[src/rtl/mux151_scan_ctrl.sv]
// Scans a 74HC151 selector channel by channel and assembles the samples into a frame; DATA_IN*(SETTLE+1)+1 cycles from start to frame_valid.
// Frame handed off via valid/ack; a frame completing while the previous one is still unacknowledged is dropped and flagged in overrun.
module mux151_scan_ctrl #(
  parameter int DATA_IN = 8,
  parameter int SEL_W   = 3,
  parameter int SETTLE  = 2
) (
  input  logic               clk,
  input  logic               rst_n,
  input  logic               start,
  input  logic               cont,
  input  logic               ack,
  input  logic               mux_y,
  output logic               mux_e,
  output logic [SEL_W-1:0]   mux_sel,
  output logic [DATA_IN-1:0] frame,
  output logic               frame_valid,
  output logic               busy,
  output logic               overrun
);

  localparam int CNT_W = (SETTLE > 1) ? $clog2(SETTLE) : 1;
  localparam logic [CNT_W-1:0] LAST_CNT = CNT_W'(SETTLE - 1);
  localparam logic [SEL_W-1:0] LAST_SEL = SEL_W'(DATA_IN - 1);

  typedef enum logic [1:0] {
    ST_IDLE,
    ST_SETTLE,
    ST_SAMPLE
  } state_t;

  state_t             state, state_nxt;
  logic [CNT_W-1:0]   cnt, cnt_nxt;
  logic [SEL_W-1:0]   sel_nxt;
  logic [DATA_IN-1:0] scan_buf, buf_nxt;
  logic               done;

  always_comb begin
    state_nxt = state;
    cnt_nxt   = cnt;
    sel_nxt   = mux_sel;
    buf_nxt   = scan_buf;
    done      = 1'b0;
    case (state)
      ST_IDLE: begin
        cnt_nxt = '0;
        sel_nxt = '0;
        if (start) state_nxt = ST_SETTLE;
      end
      ST_SETTLE: begin
        if (cnt == LAST_CNT) begin
          cnt_nxt   = '0;
          state_nxt = ST_SAMPLE;
        end else begin
          cnt_nxt = cnt + 1'b1;
        end
      end
      ST_SAMPLE: begin
        buf_nxt[mux_sel] = mux_y;
        if (mux_sel == LAST_SEL) begin
          done      = 1'b1;
          sel_nxt   = '0;
          state_nxt = cont ? ST_SETTLE : ST_IDLE;
        end else begin
          sel_nxt   = mux_sel + 1'b1;
          state_nxt = ST_SETTLE;
        end
      end
      default: state_nxt = ST_IDLE;
    endcase
  end

  always_ff @(posedge clk) begin
    if (!rst_n) begin
      state       <= ST_IDLE;
      cnt         <= '0;
      mux_sel     <= '0;
      scan_buf    <= '0;
      frame       <= '0;
      frame_valid <= 1'b0;
      overrun     <= 1'b0;
    end else begin
      state    <= state_nxt;
      cnt      <= cnt_nxt;
      mux_sel  <= sel_nxt;
      scan_buf <= buf_nxt;
      // buf_nxt already carries the final sample taken in this cycle
      if (done) begin
        if (!frame_valid || ack) begin
          frame       <= buf_nxt;
          frame_valid <= 1'b1;
        end else begin
          overrun <= 1'b1;
        end
      end else if (ack && frame_valid) begin
        frame_valid <= 1'b0;
      end
      if (state == ST_IDLE && start) overrun <= 1'b0;
    end
  end

  assign mux_e = (state == ST_IDLE);
  assign busy  = (state != ST_IDLE);

endmodule

[config.mk]
export PLATFORM = sky130hd
export DESIGN_NAME = mux151_scan_ctrl
export DESIGN_NICKNAME = d
export VERILOG_FILES = /design/src/rtl/mux151_scan_ctrl.sv
export SDC_FILE = /design/constraint.sdc
export NUM_CORES = 1
export LEC_CHECK = 0
export BUFFER_PORTS_ARGS = -buffer_cell sky130_fd_sc_hd__buf_2
export CORE_AREA = 3 3 63 53
export DETAILED_ROUTE_END_ITERATION = 12
export DIE_AREA = 0 0 66 56
export SLEW_MARGIN = 5
export SYNTH_ARGS = -nofsm -noshare
export SYNTH_HDL_FRONTEND = slang
export SYNTH_SLANG_ARGS = --single-unit
[constraint.sdc]
create_clock -name clk -period 1.7 [get_ports clk]
set_input_delay 0.17 -clock clk [delete_from_list [all_inputs] [get_ports clk]]
set_output_delay 0.17 -clock clk [all_outputs]
set_load 0.02 [all_outputs]
==> out/results.ini, run 1 <==
[timing]
hold_viol=0
rsz0062_at_grt=no
tns_ns=0
finalMaxSlewViolations=0
maxSlewHeadroom_pct=55.7
whs_ns=0.0296
setup_viol=0
fmax_ghz=0.652
fin_skew_ns=0.00284
worst_pin_slew_ns=0.664
fin_crit_sh_pct=90.2
fin_crit_ns=1.53

[global_route]
grt_pass1_vias=844
track_usage_pct=12.9
grt_pass1_wl_um=3790
antenna_found_initial=0
grt_max_degree=23
overflow=0

[placement]
place.gp.congestion=0.758
numPortBuffers=20
dpl_cell_area_um2=1220
dp_hpwl_um=1680

[drt]
drt_iter0_markers=33
avgViaCountPerCell=5.13
drc=0
wl_per_cell_um=13.1
first_pass_iters=4
routed_wl_um=2270
ant_nets=0
vias=887

[worst_setup_path]
critPathSlowestCell=dfxtp_1
critPathMaxStageDelay_ns=0.34
crit_path_frequent_cell=ha_1
setup.worst_path.start_class=flip-flop
endpoint_kind=flip-flop
critical_path_required_ns=1.93
crit_path_max_fanout=8
critical_path_class=flip-flop to flip-flop
worstPathCellList=ha_1 -> ha_1 -> and3b_1 -> and2_1 -> a311oi_1
worstPathArrival_ns=1.76

[clock_network]
cts_made_buffers=3
cts_tree=done
cts_root_buffer=clkbuf_4
cts.sinks=24
cts_buffer_depth=2
clk_latency_ns=0.32
postCtsHoldBufs=0
htreeDepth=1
cts_setup_buffers=0
clk_pin_slew_ns=0.13
ctsResizeCount=0

[power]
powerDensity_nw_per_um2=744
switching_share_pct=22.8
p_sw_mw=0.213
pwr-share-clk_pct=32.1
seqPwrFrac_pct=61.3
combinationalPowerShare_pct=6.7
ir_drop_mv=0.393
internal-power_mw=0.723
p_leak_nw=0.497

[final_layout]
finish.instance_area_um2=1260
nets=144
diodes=0
area_delta_synth_final_pct=16.3
drive_gt1_share_pct=27.4

[die]
die_w_um=66
ios=21
core_area_um2=2740
die_h_um=56
die_area_um2=3700
rows=17
initial_core_util_pct=39.4

[run]
max-cap-violations=0

[logic_synthesis]
synth-seq-cells=24
synth_cells=114
synth_warnings=0
syn_avg_cell_area_um2=9.49
synth_fp_nets=122
ys_types=32
synth_area_um2=1080
ys_seq_area_share_pct=44.4

[run_status]
status=finished, final reports clean

[worst_hold_path]
hp-class=primary input to flip-flop

## routing by layer
| layer | global-route usage, % | vias up | wire (um) |
|---|---|---|---|
| met1 | 18.4 | 409 | 1230 |
| met3 | 5.05 | 2 | 109 |
| li1 | - | 462 | - |
| met2 | 18.6 | 14 | 919 |
| met5 | 0 | - | 0 |
| met4 | 1.74 | 0 | 7 |
## final timing paths
path                      startpoint                endpoint  slack (ns)  cells after the start
max          mux_sel[0]$_SDFFE_PN0P_   frame[0]$_SDFFE_PN0P_        0.17                      5
min                            start    overrun$_SDFFE_PP0P_        0.03                      2
max reg2reg  mux_sel[0]$_SDFFE_PN0P_   frame[0]$_SDFFE_PN0P_        0.17                      5
min reg2reg   scan_buf[0]$_SDFF_PN0_  scan_buf[0]$_SDFF_PN0_        0.48                      2
## stage by stage
| stage | std cells | worst slack, ns | total power [mW] | util (%) |
|---|---|---|---|---|
| 4_1_cts | 173 | 0.151 | 0.947 | 45.9 |
| 2_1_floorplan | 114 | 0.168 | 0.632 | - |
| 5_1_grt | 173 | 0.0117 | 0.975 | 45.9 |
| 6_report | 173 | 0.167 | 0.937 | 45.9 |
| 3_3_place_gp | 169 | 0.235 | 0.649 | 44.6 |
| 3_5_place_dp | 169 | 0.182 | 0.649 | 44.6 |
## power by group through the flow
stage               clock network [mW]  logic [mW]  registers [mW]
global placement                     0      0.0623           0.587
finish                           0.300      0.0624           0.574
floorplan                            0      0.0497           0.583
global route                     0.331      0.0690           0.575
detailed placement                   0      0.0623           0.587
CTS                              0.310      0.0624           0.574
## critical path: cells and delay by family, from the launching register on
kind | cells | cell delay, ns
adder cells (fa/ha/maj) | 2 | 0.39
flip-flops | 1 | 0.34
AND/OR/NAND/NOR | 2 | 0.43
AO/OA/AOI/OAI | 1 | 0.29
## cells by family after synthesis
family                   Yosys count  share of synthesized area (%)
AND/OR/NAND/NOR                   33                           22.7
adder cells (fa/ha/maj)            2                           2.31
buffers and inverters             14                           6.94
AO/OA/AOI/OAI                     41                           23.7
flip-flops                        24                           44.4
## placed cells by master, fill, tap and decap left out
| cell type | instances |
|---|---|
| a211oi_1 | 1 |
| a21oi_1 | 19 |
| a22oi_1 | 2 |
| a311oi_1 | 8 |
| a31oi_1 | 1 |
| and2_1 | 1 |
| and3b_1 | 1 |
| and4b_1 | 2 |
| and4bb_1 | 1 |
| and4bb_2 | 1 |
| buf_2 | 20 |
| buf_4 | 7 |
| clkbuf_4 | 3 |
| clkbuf_8 | 1 |
| dfxtp_1 | 24 |
| ha_1 | 2 |
| inv_1 | 4 |
| nand2_1 | 4 |
| nand2b_1 | 1 |
| nand3_1 | 3 |
| nand3_2 | 1 |
| nand4b_1 | 1 |
| nand4bb_1 | 2 |
| nor2_1 | 6 |
| nor2b_1 | 5 |
| nor3b_1 | 1 |
| nor4b_1 | 1 |
| nor4b_4 | 1 |
| o21ai_0 | 2 |
| o21ai_1 | 5 |
| o21ai_2 | 2 |
| o311a_1 | 1 |
| or4b_4 | 1 |
## cell usage after synthesis
cell type,n,area (um^2)
a211oi_1,1,7.51
a21oi_1,19,95.1
a22oi_1,2,15.0
a311oi_1,8,70.1
a31oi_1,1,6.26
and2_1,1,6.26
and3b_1,1,8.76
and4b_1,2,20.0
and4bb_1,1,12.5
and4bb_2,1,12.5
buf_2,6,30.0
buf_6,2,22.5
clkbuf_1,2,7.51
dfxtp_1,24,480
ha_1,2,25.0
inv_1,4,15.0
nand2_1,4,15.0
nand2b_1,1,6.26
nand3_1,3,15.0
nand3_2,1,10.0
nand4b_1,1,8.76
nand4bb_1,2,22.5
nor2_1,6,22.5
nor2b_1,5,31.3
nor3b_1,1,7.51
nor4b_1,1,8.76
nor4b_4,1,23.8
o21ai_0,2,10.0
o21ai_1,5,25.0
o21ai_2,2,17.5
o311a_1,1,10.0
or4b_4,1,13.8
## registers in the layout, summed over array words and instances (netlist names)
name / flops
overrun: 1
scan_buf: 8
frame: 8
frame_valid: 1
state: 2
cnt: 1
mux_sel: 3
## area by class of cell
class / instances / area, um^2
multi-input cells: 76 / 527
inverters: 4 / 15.0
repair buffers: 27 / 153
well taps: 38 / 47.5
flip-flops and latches: 24 / 480
fillers: 261 / 1490
clock buffers: 4 / 36.3
Power figures use the tool's default switching activity.
==> run 2: changes to the inputs <==
- CORE_AREA: 3 3 63 53 -> 3 3 60 51
- CTS_BUF_LIST: default -> sky130_fd_sc_hd__clkbuf_2
- DIE_AREA: 0 0 66 56 -> 0 0 63 54
==> out/results.ini, run 2 (synthesis results as in run 1) <==
[die]
rows=16  ; -1
ios=21  ; unchanged
die_w_um=63  ; -4.5%
core_area_um2=2460  ; -10%
initial_core_util_pct=44.0  ; +4.5 points
die_area_um2=3400  ; -8.0%
die_h_um=54  ; -3.6%

[power]
pwr-share-clk_pct=24.8  ; -7.3 points
combinationalPowerShare_pct=7.7  ; +1.0 points
seqPwrFrac_pct=67.4  ; +6.1 points
internal-power_mw=0.643  ; -11%
p_sw_mw=0.208  ; -2.7%
ir_drop_mv=0.307  ; -22%
powerDensity_nw_per_um2=684  ; -8.0%
p_leak_nw=0.490  ; -1.5%
switching_share_pct=24.4  ; +1.6 points

[worst_setup_path]
crit_path_max_fanout=8  ; unchanged
critical_path_class=flip-flop to flip-flop
endpoint_kind=flip-flop
critical_path_required_ns=1.96  ; +0.03 ns
worstPathArrival_ns=1.82  ; +0.06 ns
setup.worst_path.start_class=flip-flop

[timing]
fin_skew_ns=0.00320  ; +0.000366 ns
finalMaxSlewViolations=0  ; unchanged
fin_ws_ns=0.136  ; -0.0301 ns
tns_ns=0  ; unchanged
fmax_ghz=0.640  ; -1.9%
rsz0062_at_grt=no
fin_crit_ns=1.56  ; +0.0301 ns
worst_pin_slew_ns=0.677  ; +0.0134 ns
hold_viol=0  ; unchanged
maxSlewHeadroom_pct=54.8  ; -0.89 points
fin_crit_sh_pct=92.0  ; +1.8 points
setup_viol=0  ; unchanged

[clock_network]
clk_pin_slew_ns=0.21  ; +0.08 ns
htreeDepth=1  ; unchanged
cts_made_buffers=3  ; unchanged
cts_buffer_depth=2  ; unchanged
cts.sinks=24  ; unchanged
cts_root_buffer=clkbuf_2
clk_latency_ns=0.33  ; about the same
cts_tree=done
cts_setup_buffers=0  ; unchanged

[placement]
dp_hpwl_um=1620  ; -3.3%
numPortBuffers=20  ; unchanged
place_worst_setup_slack_ns=0.178  ; -0.00464 ns
place.gp.congestion=0.812  ; +7.1%
dp_cells=166  ; -1.8%

[final_layout]
stdcell_count=170  ; -1.7%
area_delta_synth_final_pct=14.9
diodes=0  ; unchanged
nets=144  ; unchanged
reg.largest.list=frame (8), scan_buf (8), mux_sel (3)
final_common_cell=dfxtp_1
drive_gt1_share_pct=26.9  ; -0.54 points
final_cell_mix=24 x dfxtp_1, 20 x buf_2, 19 x a21oi_1
nFillCells=259  ; -0.77%
seq_area_um2=480  ; unchanged
multi_input_area_um2=533  ; +1.2%

[drt]
routed_wl_um=2220  ; -2.3%
drc=0  ; unchanged
wl_per_cell_um=13.0  ; -0.61%
drt_iter0_markers=57  ; +73%
first_pass_iters=4  ; unchanged
ant_nets=0  ; unchanged
avgViaCountPerCell=5.22  ; +1.8%
vias=887  ; unchanged

[global_route]
grt_pass1_wl_um=3770  ; -0.37%
track_usage_pct=14.5  ; +1.6 points
grt_pass1_vias=831  ; -1.5%
overflow=0  ; unchanged
antenna_found_initial=0  ; unchanged
grt_max_degree=23  ; unchanged

[run_status]
status=finished, final reports clean

[run]
max-cap-violations=0  ; unchanged

[worst_hold_path]
hp-class=primary input to flip-flop

## run 2: timing repair
| item | CTS | global route |
|---|---|---|
| endpoints found under the setup margin | 0 | 1 |
| hold buffers | 1 | 0 |
| hold endpoints to repair | 1 | 0 |
| gates resized for setup | 0 | 1 |
## run 2: worst paths after layout
path | startpoint | to | slack (ns) | cells past startpoint
max reg2reg | mux_sel[0]$_SDFFE_PN0P_ | frame[1]$_SDFFE_PN0P_ | 0.14 | 5
min reg2reg | scan_buf[0]$_SDFF_PN0_ | scan_buf[0]$_SDFF_PN0_ | 0.48 | 2
max | mux_sel[0]$_SDFFE_PN0P_ | frame[1]$_SDFFE_PN0P_ | 0.14 | 5
min | rst_n | state[0]$_SDFFE_PN0P_ | 0.06 | 2
## run 2: final cells by class
type / instances / share of cell area (%)
Timing Repair Buffer: 27 / 12.5
Tap cell: 36 / 3.62
Sequential cell: 24 / 38.6
Multi-Input combinational cell: 76 / 42.9
Inverter: 4 / 1.21
Clock buffer: 3 / 1.21
## run 2: power groups by stage
stage                     registers (mW)  clock network (mW)  logic (mW)
after floorplan                    0.583                   0      0.0497
after global placement             0.585                   0      0.0636
after detailed placement           0.585                   0      0.0637
after CTS                          0.574               0.219      0.0656
after global routing               0.576               0.240      0.0723
final                              0.574               0.211      0.0659
## run 2: stage by stage
stage | hold slack, ns | power (mW) | cell area [um^2] | util (%)
after floorplan | 0.267 | 0.632 | 1080 | -
after global placement | 0.373 | 0.649 | 1210 | 49.2
after detailed placement | 0.375 | 0.649 | 1210 | 49.2
after CTS | 0.0465 | 0.859 | 1240 | 50.3
after global routing | 0.0307 | 0.888 | 1240 | 50.5
final | 0.0556 | 0.851 | 1240 | 50.5
## run 2: per-layer routing
layer | GRT usage, % | routed length (um)
met2 | 24.5 | 1010
met3 | 4.80 | 98
met5 | 0 | 0
met1 | 17.8 | 1090
met4 | 4.40 | 19
## run 2: critical path, stage by stage (launching register included)
cell and delay (ns):
dfxtp_1 0.36, ha_1 0.20, ha_1 0.20, and3b_1 0.18
and2_1 0.26, a311oi_1 0.30
